### src/rtl/riscv_test_monitor_pkg.sv
// Shared types for the riscv-tests pass/fail/timeout monitor.
// Holds the verdict state encoding and the event-source mode selectors.
package test_monitor_pkg;

  typedef enum logic [1:0] {
    ST_RUN     = 2'd0,
    ST_PASS    = 2'd1,
    ST_FAIL    = 2'd2,
    ST_TIMEOUT = 2'd3
  } state_e;

  localparam int MODE_PC     = 0;
  localparam int MODE_TOHOST = 1;
  localparam int MODE_BOTH   = 2;

endpackage

### src/rtl/riscv_test_monitor_hold_counter.sv
// Counts consecutive retirements at the pass-loop PC and flags the retirement
// that completes a run of HOLD matches.
module tm_hold_counter #(
  parameter int               XLEN    = 32,
  parameter logic [XLEN-1:0]  PASS_PC = 32'h44,
  parameter int               HOLD    = 2
) (
  input  logic            clk,
  input  logic            rst_n,
  input  logic            clear_i,
  input  logic            enable_i,
  input  logic            retire_valid_i,
  input  logic [XLEN-1:0] pc_i,
  output logic            hold_hit_o
);

  localparam int CW = (HOLD > 1) ? $clog2(HOLD) : 1;
  localparam logic [CW-1:0] HOLD_LAST = CW'(HOLD - 1);

  logic [CW-1:0] cnt_q;
  logic          match;

  assign match = retire_valid_i && (pc_i == PASS_PC);

  // The HOLD-th match is reported in the same cycle it is presented, so the
  // verdict lands on the edge that samples it.
  assign hold_hit_o = enable_i && match && (cnt_q == HOLD_LAST);

  // NOTE: sequential state uses non-blocking assignments and an async active-low reset.
  always_ff @(posedge clk or negedge rst_n) begin
    if (!rst_n) begin
      cnt_q <= '0;
    end else if (clear_i) begin
      cnt_q <= '0;
    end else if (enable_i && retire_valid_i) begin
      if (!match || hold_hit_o) begin
        cnt_q <= '0;
      end else begin
        cnt_q <= cnt_q + 1'b1;
      end
    end
  end

endmodule

### src/rtl/riscv_test_monitor.sv
// Pass/fail/timeout detector for riscv-tests runs: watches the pass-loop PC
// with gp and/or tohost writes, and reports a sticky verdict and cycle count.
module riscv_test_monitor
  import test_monitor_pkg::*;
#(
  parameter int              XLEN        = 32,
  parameter logic [XLEN-1:0] PASS_PC     = 32'h44,
  parameter logic [XLEN-1:0] TOHOST_ADDR = 32'h1000,
  parameter int              MODE        = MODE_BOTH,
  parameter int              HOLD        = 2,
  parameter int              TIMEOUT     = 5000,
  parameter int              CNT_W       = 32
) (
  input  logic             clk,
  input  logic             rst,
  input  logic             clear,
  input  logic             retire_valid,
  input  logic [XLEN-1:0]  pc_i,
  input  logic [XLEN-1:0]  gp_i,
  input  logic             mem_we,
  input  logic [XLEN-1:0]  mem_addr,
  input  logic [XLEN-1:0]  mem_wdata,
  output logic             done,
  output logic             passed,
  output logic             failed,
  output logic             timed_out,
  output logic [XLEN-1:0]  fail_num,
  output logic [CNT_W-1:0] cycles
);

  localparam logic [CNT_W-1:0] TIMEOUT_LAST = CNT_W'(TIMEOUT - 1);
  localparam logic [XLEN-1:0]  PASS_CODE    = XLEN'(1);

  state_e           state_q;
  logic             done_q, passed_q, failed_q, timed_out_q;
  logic [XLEN-1:0]  fail_num_q;
  logic [CNT_W-1:0] cycles_q;

  logic in_run;
  logic hold_hit;
  logic th_hit, pc_hit, to_hit;

  assign in_run = (state_q == ST_RUN);

  tm_hold_counter #(
    .XLEN    (XLEN),
    .PASS_PC (PASS_PC),
    .HOLD    (HOLD)
  ) u_hold (
    .clk            (clk),
    .rst_n          (rst),
    .clear_i        (clear),
    .enable_i       (in_run && (MODE != MODE_TOHOST)),
    .retire_valid_i (retire_valid),
    .pc_i           (pc_i),
    .hold_hit_o     (hold_hit)
  );

  // Only writes with bit 0 set carry a verdict; others are progress markers.
  assign th_hit = (MODE != MODE_PC) && mem_we && (mem_addr == TOHOST_ADDR) && mem_wdata[0];
  assign pc_hit = (MODE != MODE_TOHOST) && hold_hit;
  assign to_hit = (cycles_q == TIMEOUT_LAST);

  always_ff @(posedge clk or negedge rst) begin
    if (!rst) begin
      state_q     <= ST_RUN;
      done_q      <= 1'b0;
      passed_q    <= 1'b0;
      failed_q    <= 1'b0;
      timed_out_q <= 1'b0;
      fail_num_q  <= '0;
      cycles_q    <= '0;
    end else if (clear) begin
      state_q     <= ST_RUN;
      done_q      <= 1'b0;
      passed_q    <= 1'b0;
      failed_q    <= 1'b0;
      timed_out_q <= 1'b0;
      fail_num_q  <= '0;
      cycles_q    <= '0;
    end else if (in_run) begin
      // Verdict edges do not advance cycles: the count freezes at its last RUN value.
      if (th_hit) begin
        done_q <= 1'b1;
        if (mem_wdata == PASS_CODE) begin
          state_q  <= ST_PASS;
          passed_q <= 1'b1;
        end else begin
          state_q    <= ST_FAIL;
          failed_q   <= 1'b1;
          fail_num_q <= mem_wdata >> 1;
        end
      end else if (pc_hit) begin
        done_q <= 1'b1;
        if (gp_i == PASS_CODE) begin
          state_q  <= ST_PASS;
          passed_q <= 1'b1;
        end else begin
          state_q    <= ST_FAIL;
          failed_q   <= 1'b1;
          fail_num_q <= gp_i >> 1;
        end
      end else if (to_hit) begin
        state_q     <= ST_TIMEOUT;
        done_q      <= 1'b1;
        timed_out_q <= 1'b1;
      end else if (cycles_q != '1) begin
        cycles_q <= cycles_q + 1'b1;
      end
    end
  end

  assign done      = done_q;
  assign passed    = passed_q;
  assign failed    = failed_q;
  assign timed_out = timed_out_q;
  assign fail_num  = fail_num_q;
  assign cycles    = cycles_q;

endmodule

### config.mk
export PLATFORM = sky130hd
export DESIGN_NAME = riscv_test_monitor
export DESIGN_NICKNAME = d
export VERILOG_FILES = /design/src/rtl/riscv_test_monitor_pkg.sv /design/src/rtl/riscv_test_monitor_hold_counter.sv /design/src/rtl/riscv_test_monitor.sv
export SDC_FILE = /design/constraint.sdc
export NUM_CORES = 1
export LEC_CHECK = 0
export CORE_UTILIZATION = 38
export CTS_CLUSTER_DIAMETER = 150
export DETAILED_ROUTE_END_ITERATION = 10
export PLACE_DENSITY = 0.82
export SLEW_MARGIN = 20
export SYNTH_ARGS = -nofsm -noshare
export SYNTH_HDL_FRONTEND = slang
export SYNTH_SLANG_ARGS = --single-unit
### constraint.sdc
create_clock -name clk -period 2.1 [get_ports clk]
set_input_delay 0.42 -clock clk [delete_from_list [all_inputs] [get_ports clk]]
set_output_delay 0.42 -clock clk [all_outputs]
set_load 0.02 [all_outputs]
# Word-level counts from Yosys, hierarchy flattened
# Index checks and enable logic that the tools add are counted.
# classes
add_sub_neg	2
reduce_logical	21
eq_ne	12
n_mux	43
# op_table
cell	count
32-bit two-way mux	12
32-bit by 1-bit equality test with 1-bit output (second input constant)	2
32-bit by 13-bit equality test with 1-bit output (second input constant)	2
32-bit by 1-bit adder with 32-bit output (second input constant)	1
32-bit by 7-bit equality test with 1-bit output (second input constant)	1
32-bit != test (second input constant)	1
1-bit two-way mux	24
2-bit two-way mux	7
4-bit AND reduction	3
2-bit nonzero test	4
1-bit logical AND	6
2-bit != test (second input constant)	3
3-bit != test (second input constant)	2
3-bit nonzero test	2
5-bit AND reduction	1
4-bit nonzero test	1
3-bit by 2-bit != test with 1-bit output (second input constant)	1
2-bit logical NOT	1
2-bit AND reduction	1
1-bit adder (second input constant)	1
1-bit logical NOT	1
1-bit logical OR	1
# totals
word_cells	86
in_bits	133
reg_bits	71
out_inout_bits	68

# Longest topological paths before layout
# Gate-level depths: netlist of run 1.
# depth
depth_word	8
mapped_depth	9
depth_no_buf	7

# By module
# From an unflattened synthesis of run 1, not the netlist that was laid out.
# hier_totals
hier_cells	443
hier_area_um2	4098.9
# by_module_without_submodules
mod	instances	cells_per_inst	seq_area_each_um2	area_per_inst_um2
riscv_test_monitor	1	424	1726.7	3932.5
tm_hold_counter	1	19	25.0	166.4

# Worst setup path after synthesis of run 1
# Ideal clock, no wire load.
# synth_path
path_type	input to register
startpoint	in pc_i[11]
endpoint	reg fail_num_q[0] (netlist: fail_num[0])
n_path_buf	1
slack_ps	-321
stages	8
setup_time_ps	124
t_required_ps	1976
arrival_time_ps	2297
path_cell_list	or4b_1 nor3_2 nand4_2 or4b_4 nor2b_4 clkbuf_1 o21ai_0 a21oi_2
# synth_via
elab_chain_len	6
# synth_lines
element	line	text
from (decl)	riscv_test_monitor.sv:18	input logic [XLEN-1:0] pc_i,
32-bit by 7-bit equality test with 1-bit output	riscv_test_monitor_hold_counter.sv:23	assign match = retire_valid_i && (pc_i == PASS_PC);
1-bit logical AND	riscv_test_monitor_hold_counter.sv:23	
1-bit logical AND (2 in a row)	riscv_test_monitor_hold_counter.sv:27	assign hold_hit_o = enable_i && match && (cnt_q == HOLD_LAST);
3-bit nonzero test (no source line)	--	
4-bit AND reduction (no source line)	--	
to (signal assigned)	riscv_test_monitor.sv:91	fail_num_q <= mem_wdata >> 1;
to (signal assigned)	riscv_test_monitor.sv:101	fail_num_q <= gp_i >> 1;
to (decl)	riscv_test_monitor.sv:36	logic [XLEN-1:0] fail_num_q;
# No other way between the ends.
# A chain may end at the register's enable or synchronous reset.

# Worst setup path in the final report of run 1
# layout_path
startpoint	reg cycles_q[4] (netlist: cycles[4])
endpoint	reg cycles_q[27] (netlist: cycles[27])
# layout_via
elab_chain_len	7
elab_cells_between_ends	12
classes_between	add/sub: 1; eq/ne: 3; mux: 6; reduce/logical: 2
# layout_lines
element	line	text
from (decl)	riscv_test_monitor.sv:37	logic [CNT_W-1:0] cycles_q;
from (signal assigned)	riscv_test_monitor.sv:108	cycles_q <= cycles_q + 1'b1;
32-bit by 1-bit adder with 32-bit output	riscv_test_monitor.sv:108	
32-bit two-way mux	riscv_test_monitor.sv:107	end else if (cycles_q != '1) begin
32-bit two-way mux	riscv_test_monitor.sv:103	end else if (to_hit) begin
32-bit two-way mux	riscv_test_monitor.sv:93	end else if (pc_hit) begin
32-bit two-way mux	riscv_test_monitor.sv:83	if (th_hit) begin
32-bit two-way mux	riscv_test_monitor.sv:81	end else if (in_run) begin
32-bit two-way mux	riscv_test_monitor.sv:73	end else if (clear) begin
# Several ways; a longest one is shown, not always the timed one. The select of a mux whose other input is x is not followed.

==> results of run 1 <==
[cell usage in the layout (no fill, tap or decap), types with 10 or more instances in the layout]
cell type,n
nand2_1,14
nor2_1,60
dfrtp_2,12
a21oi_1,38
dlygate4sd2_1,50
o21ai_2,13
dfrtp_1,58
nand4_1,20
buf_4,134
a21oi_2,34
xnor2_1,22
nor3_1,13
nand3_1,10
clkdlybuf4s50_1,130
buf_6,30
or2_2,32
o21ai_4,20
nor4_1,20
[power breakdown]
group / switching, mW / internal (mW) / total (mW) / leakage [nW]
clock network: 0.594 / 0.557 / 1.15 / 0.0931
logic: 0.278 / 0.351 / 0.629 / 2.58
registers: 0.00442 / 1.35 / 1.36 / 0.957
total: 0.876 / 2.26 / 3.14 / 3.63
[logic make-up (layout without fill, tap and decap cells)]
kind of cell	after synthesis	in the layout	synth area share, %
adder cells (fa/ha/maj)	1	1	0.292
multiplexers	3	3	0.760
other	1	2	0.0877
buffers and inverters	36	390	3.98
AND/OR/NAND/NOR	255	256	33.0
XOR/XNOR	23	23	4.71
flip-flops	70	70	40.9
AO/OA/AOI/OAI	112	112	16.2
[critical path: stages (launching register included)]
cell and delay, ns:
dfrtp_1 0.43, nor4_4 0.32, nand4_1 0.15, or4_4 0.52
nand4_1 0.20, or2_4 0.19, buf_6 0.11, nor4_4 0.03
mux2_4 0.31
[sequential cells by signal, indices dropped and copies added, names as in the netlist]
signal,cells
cycles,32
fail_num,31
state_q,2
done,1
failed,1
passed,1
timed_out,1
u_hold.cnt_q,1
[metrics by stage]
stage	setup WS (ns)	hold WS [ns]
final	-0.289	0.0651
after detailed placement	-0.950	0.478
after floorplan	-0.311	0.124
after global placement	-0.876	0.474
after global routing	-0.360	0.104
after CTS	-0.192	0.0857
[worst max path at each step]
stage | endpoint | cells past startpoint
5_1_grt | cycles[27]$_DFFE_PN0P_ | 8
4_1_cts | cycles[27]$_DFFE_PN0P_ | 8
3_3_place_gp | fail_num[17]$_DFFE_PN0P_ | 10
6_report | cycles[27]$_DFFE_PN0P_ | 8
3_5_place_dp | fail_num[25]$_DFFE_PN0P_ | 10
2_1_floorplan | fail_num[0]$_DFFE_PN0P_ | 8
[final cells by class]
type	count	share of cell area, %
sequential	70	20.2
inverter	2	0.0856
clock buffer	10	1.46
tap	140	2.00
clock inverter	6	0.814
antenna	1	0.0285
timing repair buffer	372	39.5
multi-input combinational	396	36.0
[repair_timing]
item | 4_1_cts | 5_1_grt
setup endpoints to repair | 69 | 68
gates resized for setup | 147 | 101
gates cloned | 2 | 4
buffers inserted | 19 | 25
hold endpoints to repair | 0 | 0
pin swaps | 66 | 61
[routing by layer]
| layer | track usage, % | part of all wire, % |
|---|---|---|
| met1 | 35.9 | 36 |
| met2 | 55.3 | 51 |
| met3 | 5.18 | 9.0 |
| met4 | 14.5 | 4.7 |
| met5 | 0 | 0 |
==> results.md, run 1 <==
* Status: finished, violations left
* Violated checks: negative setup slack
* Total wire length at 20.8 mm
* Core Area at 10,900 sq um
* Post-Layout Cell Count at 997
* RR Endpoint: cycles[27]$_DFFE_PN0P_
* Initial antenna violation count at 1
* RSZ-0062 raised after global routing: yes
* Crit-path max FO at 4
* Setup crit start: cycles[4]$_DFFE_PN0P_
* Setup CP Type: flop to flop
* Clock slew at reported path FFs at 0.08 ns
* Post-layout util at 80.5%
* Drt via density at 5.84
* Final Max Tran Viols at 0
* Synthesized area per cell at 8.54 sq um
* Die span in x at 108 um
* HPWL Detailed at 12.6 mm
* Seq/Total Area, Yosys at 40.9%
* Placed insts at 940
* Worst hold-check path type: input pin to async pin
* Die height at 108 um
* # hold bufs at CTS at 0
* Pin count of the biggest net entering global routing at 71
* CP arrival at 2.64 ns
* First-pass GRT wire length at 27.8 mm
* Post-Syn Area at 4280 sq um
* Fmax at 0.419 GHz
* Worst IR Drop VDD at 0.276 mV
* Total power draw at 3.14 mW
* Top post-synthesis cells by area: dfrtp_1 41%, nor2_1 6.3%, a21oi_2 5.7%
* CTS Buffer Depth at 2
* Worst skew pair latency at 0.37 ns
* H-Tree Depth at 3
* DIE AREA at 11,700 sq um
* TNS Setup at -13.19 ns
* Post-synth top area cell: dfrtp_1
* Path depth of the worst reg2reg path at 8
* Synth cell types at 45
* Total Nets Final at 985
* CTS tree: built
* Final worst path period share at 114%
* Synth warn at 0
* Post-Syn Instances at 501
* Crit. End Element: flop
* Asr flop ratio synth at 100%
* DR pass1 iterations at 5
* Top Ports at 201
* Num rows at 38
* FF+latch area at 1770 sq um
* Most used flip-flop cell after synthesis: dfrtp_1
* Fill cell count at 606
* Final setup viols at 67
* Setup WS post-layout at -0.289 ns
* Post-route ant nets at 0
* Pwr Density at 358 nW/um^2
* CTS Buf Count at 9
* Vias in the first global route at 5,656
* Gr usage total at 30.9%
* Clock Skew at 0.0163 ns
* WL/cell at 20.9 um
* Top cell type's share of synthesized area at 40.9%
* PortBufs at 199
* Clk sink count at 70
* Area Overhead vs Synth at 105%
* Total gr overflow at 0
* Synth cell count leaders: 72 x nor2_1, 70 x dfrtp_1, 44 x a21oi_1
* Layout cells sized above 1 at 45.3%
* Vias at 5,823
* Clock root buffer: clkbuf_8
* GP Congestion at 0.929
* Slew headroom at 60.2%
* Leak pwr at 3.63 nW
* Most numerous cell in the Yosys netlist: nor2_1
* Max Cap Viol at 0
* Worst R2R Start: cycles[4]$_DFFE_PN0P_
* Post-synth EDFFs at 0
* Multi-input logic area at 3150 sq um
* Min Tclk post-route at 2.39 ns
* Number of DRC markers after the initial detailed-route iteration at 439
* WP data required at 2.35 ns
* Synth Register Bits at 70
* Slew @ Worst Pin at 0.597 ns
* Final Hold Vio Count at 0
* Syn nets at 635
* Placed Instance Area at 7510 sq um
* Final instance area at 8770 sq um
* Crit start category: flop
* DRC viols at 0
* FF-to-FF setup slack at -0.29 ns
* Initial Utilization at 39.3%
Note: power is estimated with default switching activity, not from simulation.
==> run 2, diff against run 1 <==
SLEW_MARGIN = 25   (was 20)
clock period = 2 ns   (was 2.1 ns; I/O delays follow)
==> run 2 against run 1 <==
Effect of this change: the flow still finishes with violations (negative setup slack); fmax up 0.56%; clock-buffer cell count unchanged; non-clock buffer count is 9 lower; core utilization fell by 1.1 points; clock power is 4% higher; die area is the same; total power is 4.3% higher; combinational power increased by 3.3%; largest cell class unchanged; highest routed layer unchanged.
==> results.md, run 2 (same netlist as run 1, synthesis figures left out) <==
* Status: finished, violations left
* Violated checks: negative setup slack
* Clock Skew at 0.0178 ns (+0.00157 ns)
* CTS tree: built
* Clk sink count at 70 (unchanged)
* Worst hold-check path type: input pin to async pin
* Vias in the first global route at 5,917 (+4.6%)
* DRC viols at 0 (unchanged)
* Placed insts at 940 (unchanged)
* FF+latch area at 1760 sq um (-0.14%)
* WP depth at 9 (+1)
* Crit-path max FO at 3 (-1)
* Multi-input logic area at 3090 sq um (-2.2%)
* Clock slew at reported path FFs at 0.08 ns (about the same)
* CP most frequent cell: nand4_1
* Fill cell count at 627 (+3.5%)
* Setup CP Type: flop to flop
* First-pass GRT wire length at 30.1 mm (+8.3%)
* Die span in x at 108 um (unchanged)
* Most frequent cells in the layout: 137 x clkdlybuf4s50_1, 133 x buf_4, 60 x dfrtp_1, 47 x dlygate4sd2_1
* Vias at 5,750 (-1.3%)
* Pwr Density at 378 nW/um^2 (+5.7%)
* Worst IR Drop VDD at 0.294 mV (+6.6%)
* Num rows at 38 (unchanged)
* Place WS at -0.922 ns (+0.0272 ns)
* Clock root buffer: clkbuf_8
* CTS Buffer Depth at 2 (unchanged)
* Final Max Tran Viols at 0 (unchanged)
* Drt via density at 5.83 (-0.25%)
* Initial antenna violation count at 0 (-1)
* RSZ-0062 raised after global routing: yes
* Layout cells sized above 1 at 44.6% (-0.70 points)
* Final setup viols at 68 (+1.5%)
* Worst path cell trace: buf_6, nor4_4, nand4_1, or4_4, nand4_1, buf_4, nor4_2, and4_1, mux2_2
* Crit start category: flop
* HPWL Detailed at 12.8 mm (+1.3%)
* Core Area at 10,900 sq um (unchanged)
* Total power draw at 3.27 mW (+4.3%)
* PortBufs at 199 (unchanged)
* Post-route ant nets at 0 (unchanged)
* Area Overhead vs Synth at 102%
* Final worst path period share at 119% (+5.0 points)
* CP arrival at 2.61 ns (-0.03 ns)
* Min Tclk post-route at 2.38 ns (-0.0133 ns)
* Max reg flops at 32 (unchanged)
* DIE AREA at 11,700 sq um (unchanged)
* Most common cell after layout, fill and taps aside: clkdlybuf4s50_1
* CP top delay family: simple AND/OR/NAND/NOR gates
* Total gr overflow at 0 (unchanged)
* GP Congestion at 0.923 (-0.60%)
* Crit path buf inv count at 2 (+1)
* DR pass1 iterations at 6 (+1)
* WL/cell at 21.0 um (+0.39%)
* Pin count of the biggest net entering global routing at 71 (unchanged)
* Final Hold Vio Count at 0 (unchanged)
* Fmax at 0.421 GHz (+0.56%)
* Die height at 108 um (unchanged)
* Initial Utilization at 39.3% (unchanged)
* CTS Buf Count at 9 (unchanged)
* WP data required at 2.23 ns (-0.12 ns)
* Max stage delay cell, worst path: or4_4
* Path depth of the worst reg2reg path at 9 (+1)
* CP peak stage delay at 0.46 ns (-0.06 ns)
* Top Ports at 201 (unchanged)
* Total Nets Final at 976 (-0.91%)
* Leak pwr at 3.67 nW (+0.97%)
* Total wire length at 20.7 mm (-0.62%)
* Diode count at 0 (-1)
* Setup WS post-layout at -0.376 ns (-0.0867 ns)
* Max Cap Viol at 0 (unchanged)
* Worst skew pair latency at 0.36 ns (about the same)
* H-Tree Depth at 3 (unchanged)
* Gr usage total at 33.6% (+2.7 points)
* Crit. End Element: flop
* Post-Layout Cell Count at 987 (-1.0%)
* Number of DRC markers after the initial detailed-route iteration at 331 (-25%)
-- run 2: path summary, 6_finish.rpt --
kind / from / end / slack [ns]
max: cycles[15]$_DFFE_PN0P_ / cycles[15]$_DFFE_PN0P_ / -0.38
min: rst / cycles[22]$_DFFE_PN0P_ / 0.06
max reg2reg: cycles[15]$_DFFE_PN0P_ / cycles[15]$_DFFE_PN0P_ / -0.38
min reg2reg: passed$_DFFE_PN0P_ / passed$_DFFE_PN0P_ / 0.52
max in group asynchronous: rst / cycles[1]$_DFFE_PN0P_ / 1.61
min in group clk: clear / passed$_DFFE_PN0P_ / 0.47
-- run 2: metrics by stage --
stage	setup TNS (ns)	hold slack, ns	area, sq um	utilization (%)
finish	-19.45	0.0561	8650	79.4
global route	-25.15	0.0907	8650	79.4
CTS	-14.09	0.0795	8270	76.0
detailed placement	-52.81	0.460	7520	69.1
global placement	-50.43	0.452	7520	69.1
floorplan	-18.69	0.104	4480	-
-- run 2: layout make-up --
cell class,count,share of cell area (%)
repair buffers,363,39.5
multi-input cells,396,35.7
flip-flops and latches,70,20.4
well taps,140,2.03
clock buffers,10,1.59
clock inverters,6,0.709
inverters,2,0.0868
-- run 2: layer usage --
| metal | track usage, % | up-vias | wire (um) |
|---|---|---|---|
| met4 | 17.7 | 0 | 1140 |
| met5 | 0 | - | 0 |
| met1 | 39.1 | 2754 | 7350 |
| met2 | 58.5 | 386 | 10200 |
| met3 | 6.39 | 107 | 2020 |
| li1 | - | 2503 | - |
-- run 2: where the power goes --
part           switching [mW]  internal (mW)
Sequential            0.00387           1.42
Clock                   0.592          0.606
Combinational           0.284          0.366
Total                   0.880           2.39
-- run 2: what timing repair did --
action                     CTS  global route
setup endpoints to repair   68            70
buffers inserted            19            12
hold buffers                 0             0
pin swaps                   65            40
gates resized for setup    157            77
cloned                       6             0
==> run 3, diff against run 2 <==
CAP_MARGIN = 15   (was not set)
==> results of run 3 <==
No change in the layout: final DEF, timing and power equal those of run 2.
